$ cat src/rtl/hazard_pkg.sv
// ---------------------------------------------------------------------------
// hazard_pkg
// Shared definitions for the pipeline hazard/stall controller.
//   - md_state_t      : mult/div busy-timer FSM encoding (ST_RUN, ST_MD_WAIT)
//   - REG_ZERO        : architectural $zero register index
//   - DEFAULT_MULDIV_LATENCY : default mult/div latency in cycles
//   - sat_inc16()     : saturating 16-bit increment (used by the optional
//                       stall statistics, enabled with STALL_STATS_EN)
// ---------------------------------------------------------------------------
package hazard_pkg;

    typedef enum logic {
        ST_RUN     = 1'b0,
        ST_MD_WAIT = 1'b1
    } md_state_t;

    localparam logic [4:0] REG_ZERO               = 5'd0;
    localparam int         DEFAULT_MULDIV_LATENCY = 32;

    // Increment that sticks at all-ones instead of wrapping.
    function automatic logic [15:0] sat_inc16(input logic [15:0] value);
        return (value == 16'hFFFF) ? value : value + 16'd1;
    endfunction

endpackage

$ cat src/rtl/muldiv_busy_timer.sv
// ---------------------------------------------------------------------------
// muldiv_busy_timer
// Tracks an in-flight multiply/divide. A start pulse loads the counter with
// LATENCY-1 and moves to MD_WAIT; the counter then runs down and the FSM
// returns to RUN on the edge after it reads 1. o_busy is the registered
// state, so it is high for exactly LATENCY-1 cycles, beginning the cycle
// after the start pulse.
//
// Ports:
//   clk      in   core clock, rising edge
//   rst_n    in   asynchronous active-low reset (abandons any pending op)
//   i_start  in   one-cycle launch pulse (ignored while busy)
//   o_busy   out  result pending
//
// Parameters:
//   LATENCY  cycles from launch to HI/LO valid (>= 2)
//   CNT_W    counter width, 2**CNT_W > LATENCY
// ---------------------------------------------------------------------------
module muldiv_busy_timer
    import hazard_pkg::*;
#(
    parameter int LATENCY = DEFAULT_MULDIV_LATENCY,
    parameter int CNT_W   = 6
) (
    input  logic clk,
    input  logic rst_n,
    input  logic i_start,
    output logic o_busy
);

    localparam logic [CNT_W-1:0] CNT_LOAD = CNT_W'(LATENCY - 1);
    localparam logic [CNT_W-1:0] CNT_ONE  = CNT_W'(1);

    md_state_t        r_state;
    md_state_t        w_state_next;
    logic [CNT_W-1:0] r_cnt;
    logic [CNT_W-1:0] w_cnt_next;

    always_ff @(posedge clk or negedge rst_n) begin
        if (!rst_n) begin
            r_state <= ST_RUN;
            r_cnt   <= '0;
        end else begin
            r_state <= w_state_next;
            r_cnt   <= w_cnt_next;
        end
    end

    always_comb begin
        w_state_next = r_state;
        w_cnt_next   = r_cnt;
        unique case (r_state)
            ST_RUN: begin
                if (i_start) begin
                    w_state_next = ST_MD_WAIT;
                    w_cnt_next   = CNT_LOAD;
                end
            end
            ST_MD_WAIT: begin
                // Last busy cycle: leave with a clean zero count.
                if (r_cnt == CNT_ONE) begin
                    w_state_next = ST_RUN;
                    w_cnt_next   = '0;
                end else begin
                    w_cnt_next   = r_cnt - CNT_ONE;
                end
            end
            default: begin
                w_state_next = ST_RUN;
                w_cnt_next   = '0;
            end
        endcase
    end

    assign o_busy = (r_state == ST_MD_WAIT);

endmodule

$ cat src/rtl/hazard_stall_controller.sv
// ---------------------------------------------------------------------------
// hazard_stall_controller
// Stall/flush sequencer for the five-stage MIPS pipeline. Handles the
// hazards forwarding cannot cover:
//   - load-use: one-cycle bubble (freeze PC and IF/ID, zero ID/EX controls)
//   - mult/div: owns the busy timer and stalls mult/div and HI/LO users in
//     ID until the previous result is ready
//   - taken branch resolved in EX: flush IF/ID and ID/EX (highest priority)
//
// Ports:
//   clk, rst_n                  clock, asynchronous active-low reset
//   ID_EX_MemRead/RegisterRt    load in EX and its destination
//   IF_ID_RegisterRs/Rt/UsesRt  source registers of the ID instruction
//   ID_MulDivOp, ID_ReadsHiLo   ID instruction class
//   EX_BranchTaken              taken branch/jump in EX
//   PCWrite, IF_ID_Write        pipeline enables
//   IF_ID_Flush, ID_EX_Bubble   squash controls
//   MulDivStart, MulDivBusy     mult/div launch pulse and pending flag
//   LoadStallCount, MdStallCount  saturating stall counters
//                               (only when STALL_STATS_EN is defined)
//
// Build option: define STALL_STATS_EN to add the stall statistic counters.
// ---------------------------------------------------------------------------
module hazard_stall_controller
    import hazard_pkg::*;
#(
    parameter int MULDIV_LATENCY = DEFAULT_MULDIV_LATENCY,
    parameter int CNT_W          = 6
) (
    input  logic        clk,
    input  logic        rst_n,
    input  logic        ID_EX_MemRead,
    input  logic [4:0]  ID_EX_RegisterRt,
    input  logic [4:0]  IF_ID_RegisterRs,
    input  logic [4:0]  IF_ID_RegisterRt,
    input  logic        IF_ID_UsesRt,
    input  logic        ID_MulDivOp,
    input  logic        ID_ReadsHiLo,
    input  logic        EX_BranchTaken,
    output logic        PCWrite,
    output logic        IF_ID_Write,
    output logic        IF_ID_Flush,
    output logic        ID_EX_Bubble,
    output logic        MulDivStart,
`ifdef STALL_STATS_EN
    output logic        MulDivBusy,
    output logic [15:0] LoadStallCount,
    output logic [15:0] MdStallCount
`else
    output logic        MulDivBusy
`endif
);

    logic w_load_use;
    logic w_md_hazard;
    logic w_stall;
    logic w_busy;

    // A load into $zero never produces a usable value, so it cannot hazard.
    assign w_load_use = ID_EX_MemRead
                      && (ID_EX_RegisterRt != REG_ZERO)
                      && ((ID_EX_RegisterRt == IF_ID_RegisterRs)
                          || (IF_ID_UsesRt && (ID_EX_RegisterRt == IF_ID_RegisterRt)));

    assign w_md_hazard = w_busy && (ID_MulDivOp || ID_ReadsHiLo);
    assign w_stall     = w_load_use || w_md_hazard;

    always_comb begin
        PCWrite      = 1'b1;
        IF_ID_Write  = 1'b1;
        IF_ID_Flush  = 1'b0;
        ID_EX_Bubble = 1'b0;
        MulDivStart  = 1'b0;
        if (EX_BranchTaken) begin
            // The ID instruction is squashed, so any stall it wanted is moot
            // and a mult/div sitting there must not launch.
            IF_ID_Flush  = 1'b1;
            ID_EX_Bubble = 1'b1;
        end else if (w_stall) begin
            PCWrite      = 1'b0;
            IF_ID_Write  = 1'b0;
            ID_EX_Bubble = 1'b1;
        end else begin
            MulDivStart  = ID_MulDivOp;
        end
    end

    muldiv_busy_timer #(
        .LATENCY (MULDIV_LATENCY),
        .CNT_W   (CNT_W)
    ) u_muldiv_busy_timer (
        .clk     (clk),
        .rst_n   (rst_n),
        .i_start (MulDivStart),
        .o_busy  (w_busy)
    );

    assign MulDivBusy = w_busy;

`ifdef STALL_STATS_EN
    logic [15:0] r_load_stall_cnt;
    logic [15:0] r_md_stall_cnt;

    // Only cycles that actually stall count; a branch override wins.
    always_ff @(posedge clk or negedge rst_n) begin
        if (!rst_n) begin
            r_load_stall_cnt <= '0;
            r_md_stall_cnt   <= '0;
        end else if (!EX_BranchTaken) begin
            if (w_load_use) begin
                r_load_stall_cnt <= sat_inc16(r_load_stall_cnt);
            end
            if (w_md_hazard) begin
                r_md_stall_cnt <= sat_inc16(r_md_stall_cnt);
            end
        end
    end

    assign LoadStallCount = r_load_stall_cnt;
    assign MdStallCount   = r_md_stall_cnt;
`endif

endmodule

$ cat config.mk
export PLATFORM = sky130hd
export DESIGN_NAME = hazard_stall_controller
export DESIGN_NICKNAME = d
export VERILOG_FILES = /design/src/rtl/hazard_pkg.sv /design/src/rtl/muldiv_busy_timer.sv /design/src/rtl/hazard_stall_controller.sv
export SDC_FILE = /design/constraint.sdc
export NUM_CORES = 1
export LEC_CHECK = 0
export CORE_ASPECT_RATIO = 1.25
export CORE_MARGIN = 5
export CORE_UTILIZATION = 25
export CTS_BUF_LIST = sky130_fd_sc_hd__clkbuf_4 sky130_fd_sc_hd__clkbuf_8 sky130_fd_sc_hd__clkbuf_16
export DETAILED_ROUTE_END_ITERATION = 10
export GPL_TIMING_DRIVEN = 0
export PLACE_DENSITY = 0.56
export SETUP_SLACK_MARGIN = 0.2
export SLEW_MARGIN = 5
export SYNTH_ARGS = -nofsm -noshare
export SYNTH_HDL_FRONTEND = slang
export SYNTH_HIERARCHICAL = 1
export SYNTH_SLANG_ARGS = --single-unit
$ cat constraint.sdc
create_clock -name clk -period 2.8 [get_ports clk]
set_input_delay 0.56 -clock clk [delete_from_list [all_inputs] [get_ports clk]]
set_output_delay 0.56 -clock clk [all_outputs]
set_load 0.05 [all_outputs]
Yosys cells after proc, flatten, opt, wreduce, memory -nomap -nowiden:

Cells that the tools add are included.

* eq/ne operators: 4
* bitwise gates (word level): 1
* add/subtract/negate cells: 1
* mux-type cells: 13
* reductions and logical operators: 8

Operators by type and width (number)
* two-way mux 6 bit: 2
* case mux 6 bit (2 select lines): 1
* equality test 5 bit: 2
* two-way mux 1 bit: 9
* equality test 6 x 1 -> 1 bit, second input constant: 1
* subtractor 6 x 1 -> 6 bit, second input constant: 1
* nonzero test 5 bit: 1
* logical AND 1 bit: 4
* logical OR 1 bit: 3
* inequality test 2 bit, second input constant: 1
* case mux 1 bit (2 select lines): 1
* inverter 1 bit: 1

* bits of input ports: 22
* register bits after elaboration: 7
* word-level logic and storage cells: 29

Logic depth before layout (Yosys ltp):

Gate-level depths: netlist of the first run.

* word-level depth: 9
* mapped depth: 7
* gate-level depth less buffers: 7

Hierarchy:

The synthesis of the first run kept the hierarchy.

Modules (own cells, without submodules)
* muldiv_busy_timer: times used 1, area each 407.9 sq um, cells each 44
* hazard_stall_controller: times used 1, area each 201.4 sq um, cells each 27

Least setup slack after synthesis of the first run:

No wires, ideal clock.

* path kind: in2out
* from: input port ID_EX_RegisterRt[3]
* to: output port ID_EX_Bubble
* setup slack: -5 ps
* data required time: 2240 ps
* arrival time: 2245 ps
* stages on the path: 4
* cell sequence: xor2_1 nor4_1 a32oi_1 o21ai_0

* word-level cells in the longest chain between the ends: 7
* elaborated cells on any way between the ends: 10
* classes of those cells: eq/ne: 2; mux: 2; reduce/logical: 6

Ends and longest elaborated chain
* start, declared: line hazard_stall_controller.sv:33 `input logic [4:0] ID_EX_RegisterRt,`
* equality test 5 bit: line hazard_stall_controller.sv:63 `|| (IF_ID_UsesRt && (ID_EX_RegisterRt == IF_ID_RegisterRt)));`
* logical AND 1 bit: line hazard_stall_controller.sv:63
* logical OR 1 bit: line hazard_stall_controller.sv:63
* logical AND 1 bit *: line hazard_stall_controller.sv:62 `&& ((ID_EX_RegisterRt == IF_ID_RegisterRs)`
* logical OR 1 bit *: line hazard_stall_controller.sv:66 `assign w_stall = w_load_use || w_md_hazard;`
* two-way mux 1 bit *: line hazard_stall_controller.sv:79 `end else if (w_stall) begin`
* two-way mux 1 bit *: line hazard_stall_controller.sv:74 `if (EX_BranchTaken) begin`
* end, declared: line hazard_stall_controller.sv:43 `output logic ID_EX_Bubble,`

Mark *: on every way between the ends. The rest lies on a longest branch, timed or not.

Worst setup path in the final report of the first run:

* from: input port ID_EX_RegisterRt[4]
* to: output port MulDivStart

* word-level cells in the longest chain between the ends: 7
* elaborated cells on any way between the ends: 10
* classes of those cells: eq/ne: 2; mux: 2; reduce/logical: 6

Ends and longest elaborated chain
* equality test 5 bit: line hazard_stall_controller.sv:63
* logical AND 1 bit: line hazard_stall_controller.sv:63
* logical OR 1 bit: line hazard_stall_controller.sv:63
* logical AND 1 bit *: line hazard_stall_controller.sv:62
* logical OR 1 bit *: line hazard_stall_controller.sv:66
* two-way mux 1 bit *: line hazard_stall_controller.sv:79
* two-way mux 1 bit *: line hazard_stall_controller.sv:74
* end, declared: line hazard_stall_controller.sv:44 `output logic MulDivStart,`

Marked as above.

==> metrics.csv, run 1 <==
stage,metric,value,unit
floorplan,full die area,3530,µm²
timing,Worst Clk Skew,0.00150,ns
timing,Max Slew Vio Count,0,
global_routing,total track usage,11.1,%
hold_path,Hold Crit Class,reg2reg,
logic_synthesis,synthesized cell area,609,µm²
global_routing,grt met1 use,10.5,%
setup_path,Startpoint Class,input port,
pwr,pwr/cell area,688,nW/µm²
cells_and_area,"Core Util, Final",43.3,%
global_routing,grt met2 use,20.4,%
timing,final worst setup slack,0.264,ns
logic_synthesis,Main synth FF type,dfrtp_1,
setup_path,Critical Path Max Stage Delay,0.53,ns
cts,CTS tree,done,
logic_synthesis,"EDFF count, synth",0,
logic_synthesis,#FFs+latches synth,7,
global_routing,number of global-route vias before repair,675,
global_routing,busiest layer in global routing,met2,
setup_path,slowest CP cell,or4_4,
placed_design,detailed placement HPWL,1.38,mm
timing,minimum clock period,2.54,ns
timing,worst rel slew slack,65.7,%
timing,final setup fails,0,
detailed_routing,TritonRoute pass-1 iters,3,
floorplan,Starting Density,25.6,%
detailed_routing,Vias,637,
cts,Sink Count,7,
cells_and_area,P&R area growth vs syn,69.0,%
logic_synthesis,Ys Warns,6,
timing,Tcrit/Tclk final,90.6,%
detailed_routing,number of routed nets with antenna violations,0,
detailed_routing,drt drc,0,
global_routing,largest net degree at the start of global routing,11,
outcome,status,completed,
cts,cts hold-fix bufs,0,
timing,"Hold Violations, Final",0,
cells_and_area,Nets,129,
logic_synthesis,Yosys cell types,31,
floorplan,I/O pins,28,
pwr,Pleak,0.459,nW
logic_synthesis,Avg Inst Size Synth,8.58,µm²
placed_design,GPL Wtd Cong,0.723,
global_routing,grt total ovfl,0,
cells_and_area,Ant. Diodes,0,
cells_and_area,cell area after layout,1030,µm²
global_routing,initial antenna violation count,0,
setup_path,crit-path cells,clkdlybuf4s15_2 > or4_4 > o21ai_4 > buf_4 > o2111a_2 > buf_8,
logic_synthesis,register area share after synthesis,28.7,%
setup_path,Critical Path RT,2.24,ns
cts,H-tree Lvls,1,
floorplan,std cell rows,20,
timing,Worst-Margin Slew,0.513,ns
floorplan,Core Area,2380,µm²
floorplan,Die H,65.2,µm
setup_path,CP Capture Type,output port,
detailed_routing,routed wire length,1.84,mm
global_routing,M3 GR Usage,3.40,%
setup_path,crit path max fanout,3,
timing,unrepaired setup endpoints after global routing,no,
cts,Clock Tree Root,clkbuf_4,
detailed_routing,first-iteration detailed-routing DRC count,13,
job,max cap viols,0,
pwr,Tot Pwr,0.709,mW
placed_design,I/O Buffers,27,
logic_synthesis,Synth Instances,71,
cts,worst skew pair latency,0.26,ns
cts,CTS max path bufs,2,
floorplan,Die X,54.2,µm
placed_design,Post-Place Setup Slack,-0.813,ns
cts,Inserted Clock Buffers,3,
pwr,Peak supply drop,0.401,mV
timing,Max Fclk,394,MHz
cts,clock slew at reported path FFs,0.05,ns
cells_and_area,share of layout cells above drive strength 1,31.7,%
detailed_routing,DR WL/cell,13.4,µm
logic_synthesis,asr flop ratio synth,100,%
detailed_routing,DR vias/cell,4.65,
setup_path,critical path class,in2out,
setup_path,critical path arrival,1.98,ns
global_routing,first-pass GRT wire length,2.84,mm
timing,setup tns final,0,ns
placed_design,placed cell area,932,µm²
logic_synthesis,Syn Nets,95,
## registers in the layout (all words and copies together), names as in the netlist
signal and cells:
u_muldiv_busy_timer/o_busy 1, u_muldiv_busy_timer/r_cnt 6
## worst paths after layout
path	startpoint	endpoint	slack (ns)	depth (start not counted)
worst min-delay path	u_muldiv_busy_timer/r_cnt[5]	u_muldiv_busy_timer/r_cnt[5]	0.53	2
worst min register to register	u_muldiv_busy_timer/r_cnt[5]	u_muldiv_busy_timer/r_cnt[5]	0.53	2
worst max-delay path	ID_EX_RegisterRt[4]	MulDivStart	0.26	6
max in group asynchronous	rst_n	u_muldiv_busy_timer/r_cnt[4]	1.97	1
worst max register to register	u_muldiv_busy_timer/r_cnt[0]	u_muldiv_busy_timer/r_cnt[4]	1.51	5
min in group asynchronous	rst_n	u_muldiv_busy_timer/r_cnt[0]	0.58	1
## metal layers
| metal | up-vias | wire (µm) |
|---|---|---|
| met5 | - | 0 |
| met4 | 0 | 34 |
| met2 | 31 | 893 |
| met3 | 3 | 233 |
| met1 | 287 | 676 |
| li1 | 316 | - |
## power breakdown
| group | switching [mW] | total, mW | internal, mW |
|---|---|---|---|
| clock network | 0.0406 | 0.105 | 0.0643 |
| logic | 0.215 | 0.392 | 0.177 |
| registers | 0.0620 | 0.212 | 0.150 |
## kinds of logic (layout without fill, tap and decap cells)
group                    after synthesis  after routing  synth area share (%)
adder cells (fa/ha/maj)                2              2                  4.11
XOR/XNOR                              10             10                  14.4
buffers and inverters                  8             41                  6.36
AND/OR/NAND/NOR                       29             29                  26.1
flip-flops                             7              7                  28.7
AO/OA/AOI/OAI                         15             15                  20.3
## cells in the mapped netlist, types with 2 or more instances
| cell type | count | area share (%) |
|---|---|---|
| a21oi_1 | 3 | 2.5 |
| buf_4 | 2 | 2.5 |
| dfrtp_1 | 7 | 29 |
| ha_1 | 2 | 4.1 |
| inv_1 | 5 | 3.1 |
| nand2_1 | 4 | 2.5 |
| nand3_1 | 3 | 2.5 |
| nor2_1 | 11 | 6.8 |
| nor3_1 | 2 | 1.6 |
| o22ai_1 | 2 | 2.1 |
| o31ai_1 | 2 | 2.5 |
| xor2_1 | 9 | 13 |
## cell usage in the layout, fill, tap and decap left out, drive strengths merged, types with 2 or more instances in the layout
cell type / synthesis / layout
o31ai: 2 / 2
nand3: 3 / 3
nor3: 3 / 3
clkbuf: 0 / 7
a21oi: 3 / 3
nor2: 11 / 11
dfrtp: 7 / 7
o22ai: 2 / 2
ha: 2 / 2
xor2: 9 / 9
clkdlybuf4s50: 0 / 11
nand2: 4 / 4
dlygate4sd2: 0 / 2
dlymetal6s2s: 0 / 4
o21ai: 2 / 2
clkdlybuf4s15: 0 / 2
inv: 5 / 5
o221ai: 2 / 2
buf: 3 / 10
## worst max-delay path, delay by kind of cell
family          cells  cell delay [ns]
buf+inv             3             0.49
simple gates        1             0.53
compound gates      2             0.39
## metrics by stage
stage,instances,hold slack (ns)
4_1_cts,137,0.531
3_3_place_gp,131,0.526
5_1_grt,137,0.573
3_5_place_dp,131,0.520
2_1_floorplan,71,0.264
6_report,137,0.526
## area by class of cell
| class | count | area, µm² |
|---|---|---|
| repair buffers | 29 | 277 |
| multi-input cells | 56 | 464 |
| clock buffers | 4 | 30.0 |
| inverters | 5 | 18.8 |
| fillers | 242 | 1350 |
| flip-flops and latches | 7 | 175 |
| plain buffers | 3 | 23.8 |
| well taps | 33 | 41.3 |
## repair_timing
action / CTS / global route
pin swaps: 5 / 11
buffers inserted: 2 / 0
gates resized for setup: 48 / 14
endpoints found under the setup margin: 4 / 4
Note: power is estimated with default switching activity, not from simulation.
==> inputs of run 2 (changes only) <==
Settings changed: CORE_MARGIN 5 to 10.
==> run 2 against run 1 <==
  * Flip-flop and latch count is the same
  * Cell area decreased by 1.9%
  * Utilization up 1.4 points
  * Hold slack improved by 0.014 ns
  * Largest power group unchanged
  * Worst setup slack worse by 0.0092 ns
  * Combinational power about the same
  * Highest routed layer is now met3
  * Die area rose by 37%
  * Maximum frequency is 0.36% lower
  * Global-route usage shrank 2.3 points
  * Count of clock-buffer cells in the layout unchanged
  * Non-clock buffer count unchanged
==> metrics.csv, run 2 (synthesized netlist as in run 1, its figures left out) <==
stage,metric,value,unit,change
outcome,status,completed,,unchanged
floorplan,full die area,4820,µm²,was 3530 µm²
timing,worst hold slack,0.540,ns,was 0.526 ns
global_routing,first-pass GRT wire length,3.39,mm,was 2.84 mm
floorplan,Die H,75.2,µm,was 65.2 µm
cts,CTS max path bufs,2,,unchanged
pwr,Peak supply drop,0.486,mV,was 0.401 mV
pwr,Switching Fraction,45.3,%,was 44.7%
cells_and_area,Ant. Diodes,0,,unchanged
floorplan,I/O pins,28,,unchanged
cells_and_area,Nets,129,,unchanged
hold_path,beginning of the worst hold path,u_muldiv_busy_timer/r_cnt[5],,unchanged
setup_path,Reg-to-Reg End,u_muldiv_busy_timer/r_cnt[2],,was u_muldiv_busy_timer/r_cnt[4]
hold_path,Hold Crit Class,reg2reg,,unchanged
pwr,pwr/cell area,706,nW/µm²,was 688 nW/µm²
setup_path,Critical Path Max Stage Delay,0.79,ns,was 0.53 ns
detailed_routing,TritonRoute pass-1 iters,4,,was 3
detailed_routing,Vias,649,,was 637
cts,cts hold-fix bufs,0,,unchanged
cells_and_area,Top reg by flops,u_muldiv_busy_timer/r_cnt,,unchanged
floorplan,Core Area,2260,µm²,was 2380 µm²
cts,clock slew at reported path FFs,0.05,ns,about the same
timing,unrepaired setup endpoints after global routing,no,,unchanged
setup_path,Worst Reg-to-Reg Cells,5,,unchanged
cts,CTS tree,done,,unchanged
pwr,Pleak,0.474,nW,was 0.459 nW
detailed_routing,number of routed nets with antenna violations,0,,unchanged
floorplan,Die X,64.2,µm,was 54.2 µm
timing,worst rel slew slack,66.1,%,was 65.7%
timing,final setup fails,0,,unchanged
setup_path,Reg2Reg Setup Slack,1.51,ns,about the same
detailed_routing,routed wire length,1.99,mm,was 1.84 mm
placed_design,detailed placement HPWL,1.54,mm,was 1.38 mm
detailed_routing,drt drc,0,,unchanged
timing,Worst Clk Skew,0.00421,ns,was 0.00150 ns
setup_path,Startpoint Class,input port,,unchanged
setup_path,crit-path cells,clkdlybuf4s50_1 > buf_4 > clkdlybuf4s50_1,,was clkdlybuf4s15_2 > or4_4 > o21ai_4 > buf_4 > o2111a_2 > buf_8
timing,Worst-Margin Slew,0.507,ns,was 0.513 ns
setup_path,Worst path most repeated cell,clkdlybuf4s50_1,,
cts,H-tree Lvls,1,,unchanged
hold_path,Hold Crit Depth,2,,unchanged
detailed_routing,routed wl met2,840,µm,was 893 µm
cells_and_area,most frequent cells in the layout,"11 x nor2_1, 9 x xor2_1, 9 x clkdlybuf4s50_1",,"was 11 x nor2_1, 11 x clkdlybuf4s50_1, 7 x xor2_1, 7 x dfrtp_1, 5 x inv_1"
pwr,Tot Pwr,0.713,mW,was 0.709 mW
detailed_routing,Top Layer Used,met3,,was met4
timing,Max Slew Vio Count,0,,unchanged
setup_path,slowest CP cell,clkdlybuf4s50_1,,was or4_4
timing,minimum clock period,2.55,ns,was 2.54 ns
placed_design,I/O Buffers,27,,unchanged
cts,worst skew pair latency,0.25,ns,was 0.26 ns
pwr,Int Power,0.390,mW,was 0.392 mW
cells_and_area,max reg flops,6,,unchanged
setup_path,Top delay family on crit path,buffers and inverters,,was simple AND/OR/NAND/NOR gates
global_routing,number of global-route vias before repair,691,,was 675
detailed_routing,DR WL/cell,14.7,µm,was 13.4 µm
cells_and_area,"commonest non-fill, non-tap cell in the layout",nor2_1,,
timing,Max Fclk,393,MHz,was 394 MHz
detailed_routing,met3 wire len,160,µm,was 233 µm
setup_path,critical path arrival,1.99,ns,was 1.98 ns
cts,Sink Count,7,,unchanged
cells_and_area,P&R area growth vs syn,65.7,%,was 69.0%
pwr,Switching Power,0.323,mW,was 0.317 mW
global_routing,grt total ovfl,0,,unchanged
timing,"Hold Violations, Final",0,,unchanged
floorplan,Starting Density,27.0,%,was 25.6%
cts,Clock Tree Root,clkbuf_4,,unchanged
global_routing,total track usage,8.82,%,was 11.1%
setup_path,CP bufs+invs,3,,unchanged
setup_path,Worst R2R Start,u_muldiv_busy_timer/r_cnt[0],,unchanged
detailed_routing,first-iteration detailed-routing DRC count,17,,was 13
cts,Inserted Clock Buffers,3,,unchanged
setup_path,critical path class,in2out,,unchanged
detailed_routing,DR vias/cell,4.81,,was 4.65
pwr,clock power share,14.6,%,was 14.8%
job,max cap viols,0,,unchanged
placed_design,GPL Wtd Cong,0.744,,was 0.723
hold_path,Hold Path Sink,u_muldiv_busy_timer/r_cnt[5],,unchanged
timing,Tcrit/Tclk final,90.9,%,was 90.6%
pwr,Logic pwr share,54.8,%,was 55.3%
detailed_routing,met1 wire length,990,µm,was 676 µm
setup_path,Critical Path RT,2.24,ns,about the same
cells_and_area,share of layout cells above drive strength 1,27.9,%,was 31.7%
setup_path,crit path max fanout,3,,unchanged
setup_path,CP Capture Type,output port,,unchanged
floorplan,std cell rows,19,,was 20
global_routing,initial antenna violation count,0,,unchanged
pwr,sequential power share,30.6,%,was 29.9%
global_routing,largest net degree at the start of global routing,11,,unchanged
==> run 2: final cells by class <==
cell class | instances | area (µm²)
fillers | 225 | 1250
multi-input cells | 56 | 440
repair buffers | 29 | 283
flip-flops and latches | 7 | 175
well taps | 31 | 38.8
clock buffers | 4 | 30.0
plain buffers | 3 | 23.8
inverters | 5 | 18.8
==> run 2: stage by stage <==
stage / area [µm²] / setup TNS (ns) / cells / setup WS [ns] / utilization, %
finish: 1010 / 0 / 135 / 0.254 / 44.7
global route: 1010 / 0 / 135 / 0.205 / 44.7
CTS: 1000 / 0 / 135 / 0.200 / 44.4
detailed placement: 930 / -2.83 / 129 / -0.821 / 41.2
global placement: 930 / -2.79 / 129 / -0.813 / 41.2
floorplan: 621 / 0 / 71 / 0.258 / -
==> run 2: power by group through the flow <==
| stage | combinational, mW | sequential, mW | clock, mW |
|---|---|---|---|
| after floorplan | 0.259 | 0.218 | 0 |
| after global placement | 0.373 | 0.215 | 0 |
| after detailed placement | 0.382 | 0.218 | 0 |
| after CTS | 0.394 | 0.217 | 0.110 |
| after global routing | 0.441 | 0.226 | 0.115 |
| final | 0.391 | 0.218 | 0.104 |
==> run 2: worst reg2reg max path, delay by kind of cell (launching register included) <==
family	cells	cell delay, ns
DFF	1	0.42
adders and majority gates	1	0.23
AOI/OAI and AO/OA	2	0.22
and+or+nand+nor	1	0.20
buffers and inverters	1	0.09
==> run 2: worst max path at each step <==
stage	startpoint	end	slack [ns]	cells past startpoint
global route	ID_EX_RegisterRt[1]	MulDivStart	0.20	6
floorplan	ID_EX_RegisterRt[1]	PCWrite	0.26	5
global placement	ID_EX_RegisterRt[1]	MulDivStart	-0.81	5
detailed placement	ID_EX_RegisterRt[1]	MulDivStart	-0.82	6
CTS	IF_ID_RegisterRt[3]	MulDivStart	0.20	6
finish	EX_BranchTaken	IF_ID_Flush	0.25	3
==> run 2: routing by layer <==
| metal | vias up | global-route usage [%] |
|---|---|---|
| met5 | - | 0 |
| met4 | 0 | 4.29 |
| met3 | 0 | 2.37 |
| met2 | 37 | 13.6 |
| met1 | 297 | 11.1 |
| li1 | 315 | - |
==> run 2: repair_timing <==
item,CTS,global route
pin swaps,5,9
gates resized for setup,47,11
buffers inserted,2,0
setup endpoints to repair,4,3
==> inputs of run 3 (changes only) <==
Settings changed: SLEW_MARGIN 5 to not set.
==> results of run 3 <==
Same layout as run 2: the final DEF is identical, and so are final timing and power.
